$ cat config.mk
export PLATFORM = sky130hd
export DESIGN_NAME = modulo_varredura_matriz
export DESIGN_NICKNAME = d
export VERILOG_FILES = /design/src/rtl/modulo_varredura_matriz.sv
export SDC_FILE = /design/constraint.sdc
export NUM_CORES = 1
export LEC_CHECK = 0
export ABC_AREA = 0
export CAP_MARGIN = 5
export CORE_ASPECT_RATIO = 2
export CORE_MARGIN = 2
export CORE_UTILIZATION = 35
export DETAILED_ROUTE_END_ITERATION = 10
export MAX_ROUTING_LAYER = met4
export PLACE_DENSITY = 0.52
export SETUP_SLACK_MARGIN = 0.3
export SYNTH_ARGS = -nofsm -noshare
export SYNTH_HDL_FRONTEND = slang
export SYNTH_SLANG_ARGS = --single-unit
$ cat constraint.sdc
create_clock -name clk -period 4.7 [get_ports clk]
set_clock_uncertainty 0.05 [all_clocks]
set_input_delay 0.47 -clock clk [delete_from_list [all_inputs] [get_ports clk]]
set_output_delay 0.47 -clock clk [all_outputs]
set_load 0.02 [all_outputs]
$ cat src/rtl/modulo_varredura_matriz.sv
// Row-scan driver for a 7x5 LED matrix: requests each row's column pattern,
// lights the row for DWELL cycles, then blanks it for BLANK cycles before moving on.
module modulo_varredura_matriz #(
    parameter int DWELL    = 1000,
    parameter int BLANK    = 4,
    parameter int NUM_ROWS = 7
) (
    input  logic       clk,
    input  logic       reset,
    input  logic       enable,
    input  logic       data_ack,
    input  logic [4:0] col_data,
    output logic [2:0] row_idx,
    output logic       data_req,
    output logic [6:0] row_sel,
    output logic [4:0] col_out,
    output logic       frame_done
);

    localparam logic [15:0] DWELL_LOAD = 16'(DWELL - 1);
    localparam logic [15:0] BLANK_LOAD = 16'(BLANK - 1);
    localparam logic [2:0]  LAST_ROW   = 3'(NUM_ROWS - 1);

    typedef enum logic [1:0] {
        S_IDLE  = 2'd0,
        S_REQ   = 2'd1,
        S_SHOW  = 2'd2,
        S_BLANK = 2'd3
    } state_t;

    state_t      state_reg, state_next;
    logic [15:0] cnt_reg, cnt_next;
    logic [2:0]  row_idx_reg, row_idx_next;
    logic [6:0]  row_sel_reg, row_sel_next;
    logic [4:0]  col_out_reg, col_out_next;
    logic        data_req_reg, data_req_next;
    logic        frame_done_reg, frame_done_next;
    logic [6:0]  row_hot;
    logic [4:0]  col_hold;

    // Row decoder works on the next-cycle index so row_sel stays a pure register.
    genvar gi;
    generate
        for (gi = 0; gi < 7; gi++) begin : g_row_dec
            assign row_hot[gi] = (row_idx_next == 3'(gi));
        end
    endgenerate

    always_comb begin
        state_next      = state_reg;
        cnt_next        = cnt_reg;
        row_idx_next    = row_idx_reg;
        frame_done_next = 1'b0;
        col_hold        = col_out_reg;
        case (state_reg)
            S_IDLE: begin
                row_idx_next = 3'd0;
                if (enable) begin
                    state_next = S_REQ;
                end
            end
            S_REQ: begin
                if (data_ack) begin
                    col_hold   = col_data;
                    cnt_next   = DWELL_LOAD;
                    state_next = S_SHOW;
                end
            end
            S_SHOW: begin
                if (cnt_reg == 16'd0) begin
                    cnt_next   = BLANK_LOAD;
                    state_next = S_BLANK;
                end else begin
                    cnt_next = cnt_reg - 16'd1;
                end
            end
            S_BLANK: begin
                if (cnt_reg == 16'd0) begin
                    if (row_idx_reg == LAST_ROW) begin
                        row_idx_next    = 3'd0;
                        frame_done_next = 1'b1;
                    end else begin
                        row_idx_next = row_idx_reg + 3'd1;
                    end
                    if (enable) begin
                        state_next = S_REQ;
                    end else begin
                        state_next   = S_IDLE;
                        row_idx_next = 3'd0;
                    end
                end else begin
                    cnt_next = cnt_reg - 16'd1;
                end
            end
            default: begin
                state_next   = S_IDLE;
                row_idx_next = 3'd0;
            end
        endcase

        data_req_next = (state_next == S_REQ);
        row_sel_next  = (state_next == S_SHOW) ? row_hot : 7'd0;
        col_out_next  = (state_next == S_SHOW) ? col_hold : 5'd0;
    end

    always_ff @(posedge clk) begin
        if (reset) begin
            state_reg      <= S_IDLE;
            cnt_reg        <= 16'd0;
            row_idx_reg    <= 3'd0;
            row_sel_reg    <= 7'd0;
            col_out_reg    <= 5'd0;
            data_req_reg   <= 1'b0;
            frame_done_reg <= 1'b0;
        end else begin
            state_reg      <= state_next;
            cnt_reg        <= cnt_next;
            row_idx_reg    <= row_idx_next;
            row_sel_reg    <= row_sel_next;
            col_out_reg    <= col_out_next;
            data_req_reg   <= data_req_next;
            frame_done_reg <= frame_done_next;
        end
    end

    assign row_idx    = row_idx_reg;
    assign data_req   = data_req_reg;
    assign row_sel    = row_sel_reg;
    assign col_out    = col_out_reg;
    assign frame_done = frame_done_reg;

endmodule

* After elaboration in Yosys (flattened, before gate mapping)
Index checks and enable logic that the tools add are counted.
Operators by class: eq/ne operators 14, multiplexer cells 15, add/sub/neg operators 2, reduce and logical (&&, ||, !) cells 8, bitwise logic cells 3
Operators with widths (count):
- $mux W16 | 3
- $pmux W16 S3 | 1
- $logic_not A16 Y1 | 1
- $sub A16 B1 Y16 const B | 1
- $eq A3 B3 Y1 const B | 4
- $mux W3 | 3
- $mux W2 | 4
- $pmux W2 S4 | 1
- $eq A2 B2 Y1 const B | 3
- $eq A3 B2 Y1 const B | 2
- $pmux W3 S2 | 1
- $eq A2 B1 Y1 const B | 2
- $ne A2 B2 Y1 const B | 2
- $add A3 B1 Y3 const B | 1
- $eq A3 B1 Y1 const B | 1
- $logic_not A3 Y1 | 1
- $not A1 Y1 | 3
- $reduce_and A3 Y1 | 1
- $reduce_bool A3 Y1 | 1
- $reduce_or A3 Y1 | 1
- $logic_not A2 Y1 | 1
- $mux W1 | 2
- $reduce_and A2 Y1 | 1
- $reduce_or A2 Y1 | 1
Word-level totals: register bits after elaboration 35, output and inout bits 17, word-level logic and storage cells 49, input bits 9

* Logic depth before layout (Yosys ltp)
word-level depth 6, gate-level depth with buffers 9, depth with buffers taken out 7

* Least setup slack after synthesis
Ideal clock, no wire load.
path kind reg2reg, start point register cnt_reg[0], end point register row_sel_reg[0] (netlist: row_sel[0]), period minus slack after synthesis 2190 ps, path buffers 1, arrival 2007 ps, cell stages (with the launch flop) 9, slack 2510 ps, required time 4518 ps, library setup time 132 ps, path through dfxtp_1 inv_1 ha_1 nor3b_1 nand4_4 mux2_2 o311ai_2 buf_2 nor4_1
On the way: cells in the longest elaborated chain, start to end 6, elaborated cells between the ends (all ways) 10, classes of those cells eq/ne: 1; mux: 5; bitwise: 1; reduce/logical: 3
Ends and longest elaborated chain:
- from (decl) | line 32 | logic [15:0] cnt_reg, cnt_next;
- from (signal assigned) | line 117 | cnt_reg <= cnt_next;
- $logic_not A16 Y1 * | line 70, 78
- $mux W2 (on tied branches) | line 78, 70
- $pmux W2 S4 | line 55 | case (state_reg)
- $eq A2 B2 Y1 | line 102 | row_sel_next = (state_next == S_SHOW) ? row_hot : 7'd0;
- $not A1 Y1 (no line)
- $reduce_or A2 Y1 (no line)
- to (signal assigned) | line 119 | row_sel_reg <= row_sel_next;
- to (decl) | line 34 | logic [6:0] row_sel_reg, row_sel_next;
Every way passes the cells marked *; elsewhere a longest branch is shown, timed or not. A chain may end at the register's enable or synchronous reset.

* Final worst setup path
start point register state_reg[0], end point register row_sel_reg[3] (netlist: row_sel[3])
On the way: cells in the longest elaborated chain, start to end 5, elaborated cells between the ends (all ways) 14, classes of those cells eq/ne: 5; mux: 6; bitwise: 1; reduce/logical: 2
Ends and longest elaborated chain:
- from (decl) | line 31 | state_t state_reg, state_next;
- from (signal assigned) | line 116 | state_reg <= state_next;
- $eq A2 B2 Y1, or another cell as far along | line 55
- $pmux W2 S4 | line 55
- $eq A2 B2 Y1 | line 102
- $not A1 Y1 (no line)
- $reduce_or A2 Y1 (no line)
Several ways; a longest one is shown, not always the timed one.

==> results.sh <==
export IMPL_tritoncts="done"
export IMPL_critPathLaunch="state_reg[0]"
export IMPL_finish_utilization=0.435
export IMPL_layout_nets=245
export IMPL_slew_viol_final=0
export IMPL_die_w_um=54.8
export IMPL_syn2layout_area_growth_pct=21.6
export IMPL_synth_warning_count=0
export IMPL_r2r_start="state_reg[0]"
export IMPL_gp_congestion=0.814
export IMPL_status="finished, final reports clean"
export IMPL_vias=1619
export IMPL_ys_ff_latch=35
export IMPL_grt_pass1_wl_mm=7.05
export IMPL_synth_cells=206
export IMPL_finalSetupViolCount=0
export IMPL_start_kind="register"
export IMPL_yosysTopAreaCellShare=0.388
export IMPL_ant_nets=0
export IMPL_period_share=0.589
export IMPL_ctsResizeCount=0
export IMPL_power_frac_clock=0.181
export IMPL_largest_reg_flops=16
export IMPL_core_area_um2=5050
export IMPL_final_area_um2=2200
export IMPL_crit_path_end_kind="register"
export IMPL_io_pins=26
export IMPL_synth_area_um2=1810
export IMPL_min_from="col_out[2]"
export IMPL_hold_path_class="reg2reg"
export IMPL_fp_dieH_um=106
export IMPL_final_setup_tns_ps=0
export IMPL_final_common_cell="dfxtp_1"
export IMPL_fmax_mhz=361
export IMPL_io_buffers=25
export IMPL_seq_area_frac_synth=0.388
export IMPL_grt_max_degree=19
export IMPL_drive_gt1_frac=0.0823
export IMPL_antenna_found_initial=0
export IMPL_h_tree_depth=2
export IMPL_ys_types=49
export IMPL_dp_hpwl_mm=3.03
export IMPL_ys_async_sr_fraction=0
export IMPL_root_buffer="clkbuf_8"
export IMPL_leakage_nw=0.760
export IMPL_crit_type="reg2reg"
export IMPL_ys_flop_type="dfxtp_1"
export IMPL_cp_arrival_ps=2900
export IMPL_synth_edf_count=0
export IMPL_cts_setup_buffers=0
export IMPL_cp_max_fo=18
export IMPL_p_seq_frac=0.318
export IMPL_final_cells=289
export IMPL_die_area_um2=5780
export IMPL_p_int_uw=744
export IMPL_fill_cells=522
export IMPL_drt_total_wl_mm=4.20
export IMPL_clk_latency_ps=280
export IMPL_overflow=0
export IMPL_path_clk_slew_ps=70
export IMPL_p_comb_frac=0.501
export IMPL_drt_iter0_markers=48
export IMPL_clock_sinks=35
export IMPL_wl_per_cell_um=14.5
export IMPL_grt_pass1_vias=1524
export IMPL_yosys_area_top_type="dfxtp_1"
export IMPL_p_per_area_nw_per_um2=596
export IMPL_dr_pass1_iters=5
export IMPL_rsz0062_at_grt="false"
export IMPL_start_util=0.358
export IMPL_antennaDiodeCount=0
export IMPL_rows=37
export IMPL_layout_common_cells="dfxtp_1, clkdlybuf4s50_1, a21oi_1"
export IMPL_cts_buffers_inserted=5
export IMPL_vias_per_cell=5.60
export IMPL_grt_usage=0.165
export IMPL_required_ps=4830
export IMPL_syn_area_per_cell_um2=8.76
export IMPL_ir_drop_mv=0.441
export IMPL_placed_cell_area_um2=2100
export IMPL_hold_viol=0
export IMPL_p_sw_uw=565
export IMPL_worst_pin_slew_ps=800
export IMPL_cts_buffer_depth=2
export IMPL_slew_headroom=0.466
export IMPL_cts_hold_buffers=0
export IMPL_min_period_ps=2770
export IMPL_dp_cells=281
export IMPL_power_total_mw=1.31
export IMPL_maxCapViolCount=0
export IMPL_syn_num_nets=221
export IMPL_synth_area_top_cells="dfxtp_1, a21oi_1, ha_1"
export IMPL_switching_share=0.432
export IMPL_drc=0
[layer usage]
layer	GRT usage	part of all wire
met1	0.209	0.44
met2	0.251	0.50
met3	0.0326	0.037
met4	0.0643	0.019
met5	-	0
[layout make-up]
| cell class | instances | area (um2) | share of cell area |
|---|---|---|---|
| Multi-Input combinational cell | 153 | 1030 | 0.471 |
| Sequential cell | 35 | 701 | 0.319 |
| Timing Repair Buffer | 25 | 250 | 0.114 |
| Clock buffer | 8 | 100 | 0.0456 |
| Tap cell | 58 | 72.6 | 0.0330 |
| Inverter | 10 | 37.5 | 0.0171 |
[critical path, stage by stage, from the launching register on]
cell      delay (ps)
dfxtp_1          430
ha_1             560
clkinv_1         420
a211oi_1         320
a22o_1           260
o311ai_2         290
nor4_1           340
[cells in the mapped netlist (all sizes together), types with 3 or more instances]
master and count:
nor2 18, xnor2 5, a2111oi 6, inv 9, nor4 12, or3 4, nand2b 6, a21oi 20
a211oi 3, ha 6, o21ai 11, dfxtp 35, nand2 15, nand3 6, o22ai 3, clkbuf 6
[cells by family (layout without fill, tap and decap cells)]
logic type | count (synthesis) | in the layout | share of synthesized area
simple gates | 77 | 77 | 0.261
compound gates | 62 | 62 | 0.229
flops | 35 | 35 | 0.388
buf+inv | 18 | 43 | 0.0388
fa+ha+maj | 6 | 6 | 0.0416
xor+xnor | 6 | 6 | 0.0291
mux | 2 | 2 | 0.0125
[through the flow]
step,worst slack [ps],hold WS (ps)
after floorplan,2510,416
after global placement,1970,399
after detailed placement,1920,405
after CTS,1910,415
after global routing,1550,436
final,1930,412
[final timing paths]
path                end  slack [ps]  cells after the start
max reg2reg  row_sel[3]        1930                      6
min          col_out[2]         410                      2
max          row_sel[3]        1930                      6
min reg2reg  col_out[2]         410                      2
[power groups by stage]
| stage | clock [mW] | combinational, mW | sequential [mW] |
|---|---|---|---|
| after global placement | 0 | 0.634 | 0.421 |
| after global routing | 0.257 | 0.730 | 0.423 |
| final | 0.237 | 0.656 | 0.416 |
| after floorplan | 0 | 0.508 | 0.416 |
| after detailed placement | 0 | 0.641 | 0.421 |
| after CTS | 0.246 | 0.648 | 0.415 |
No activity file was read; power rests on OpenSTA's default activity.
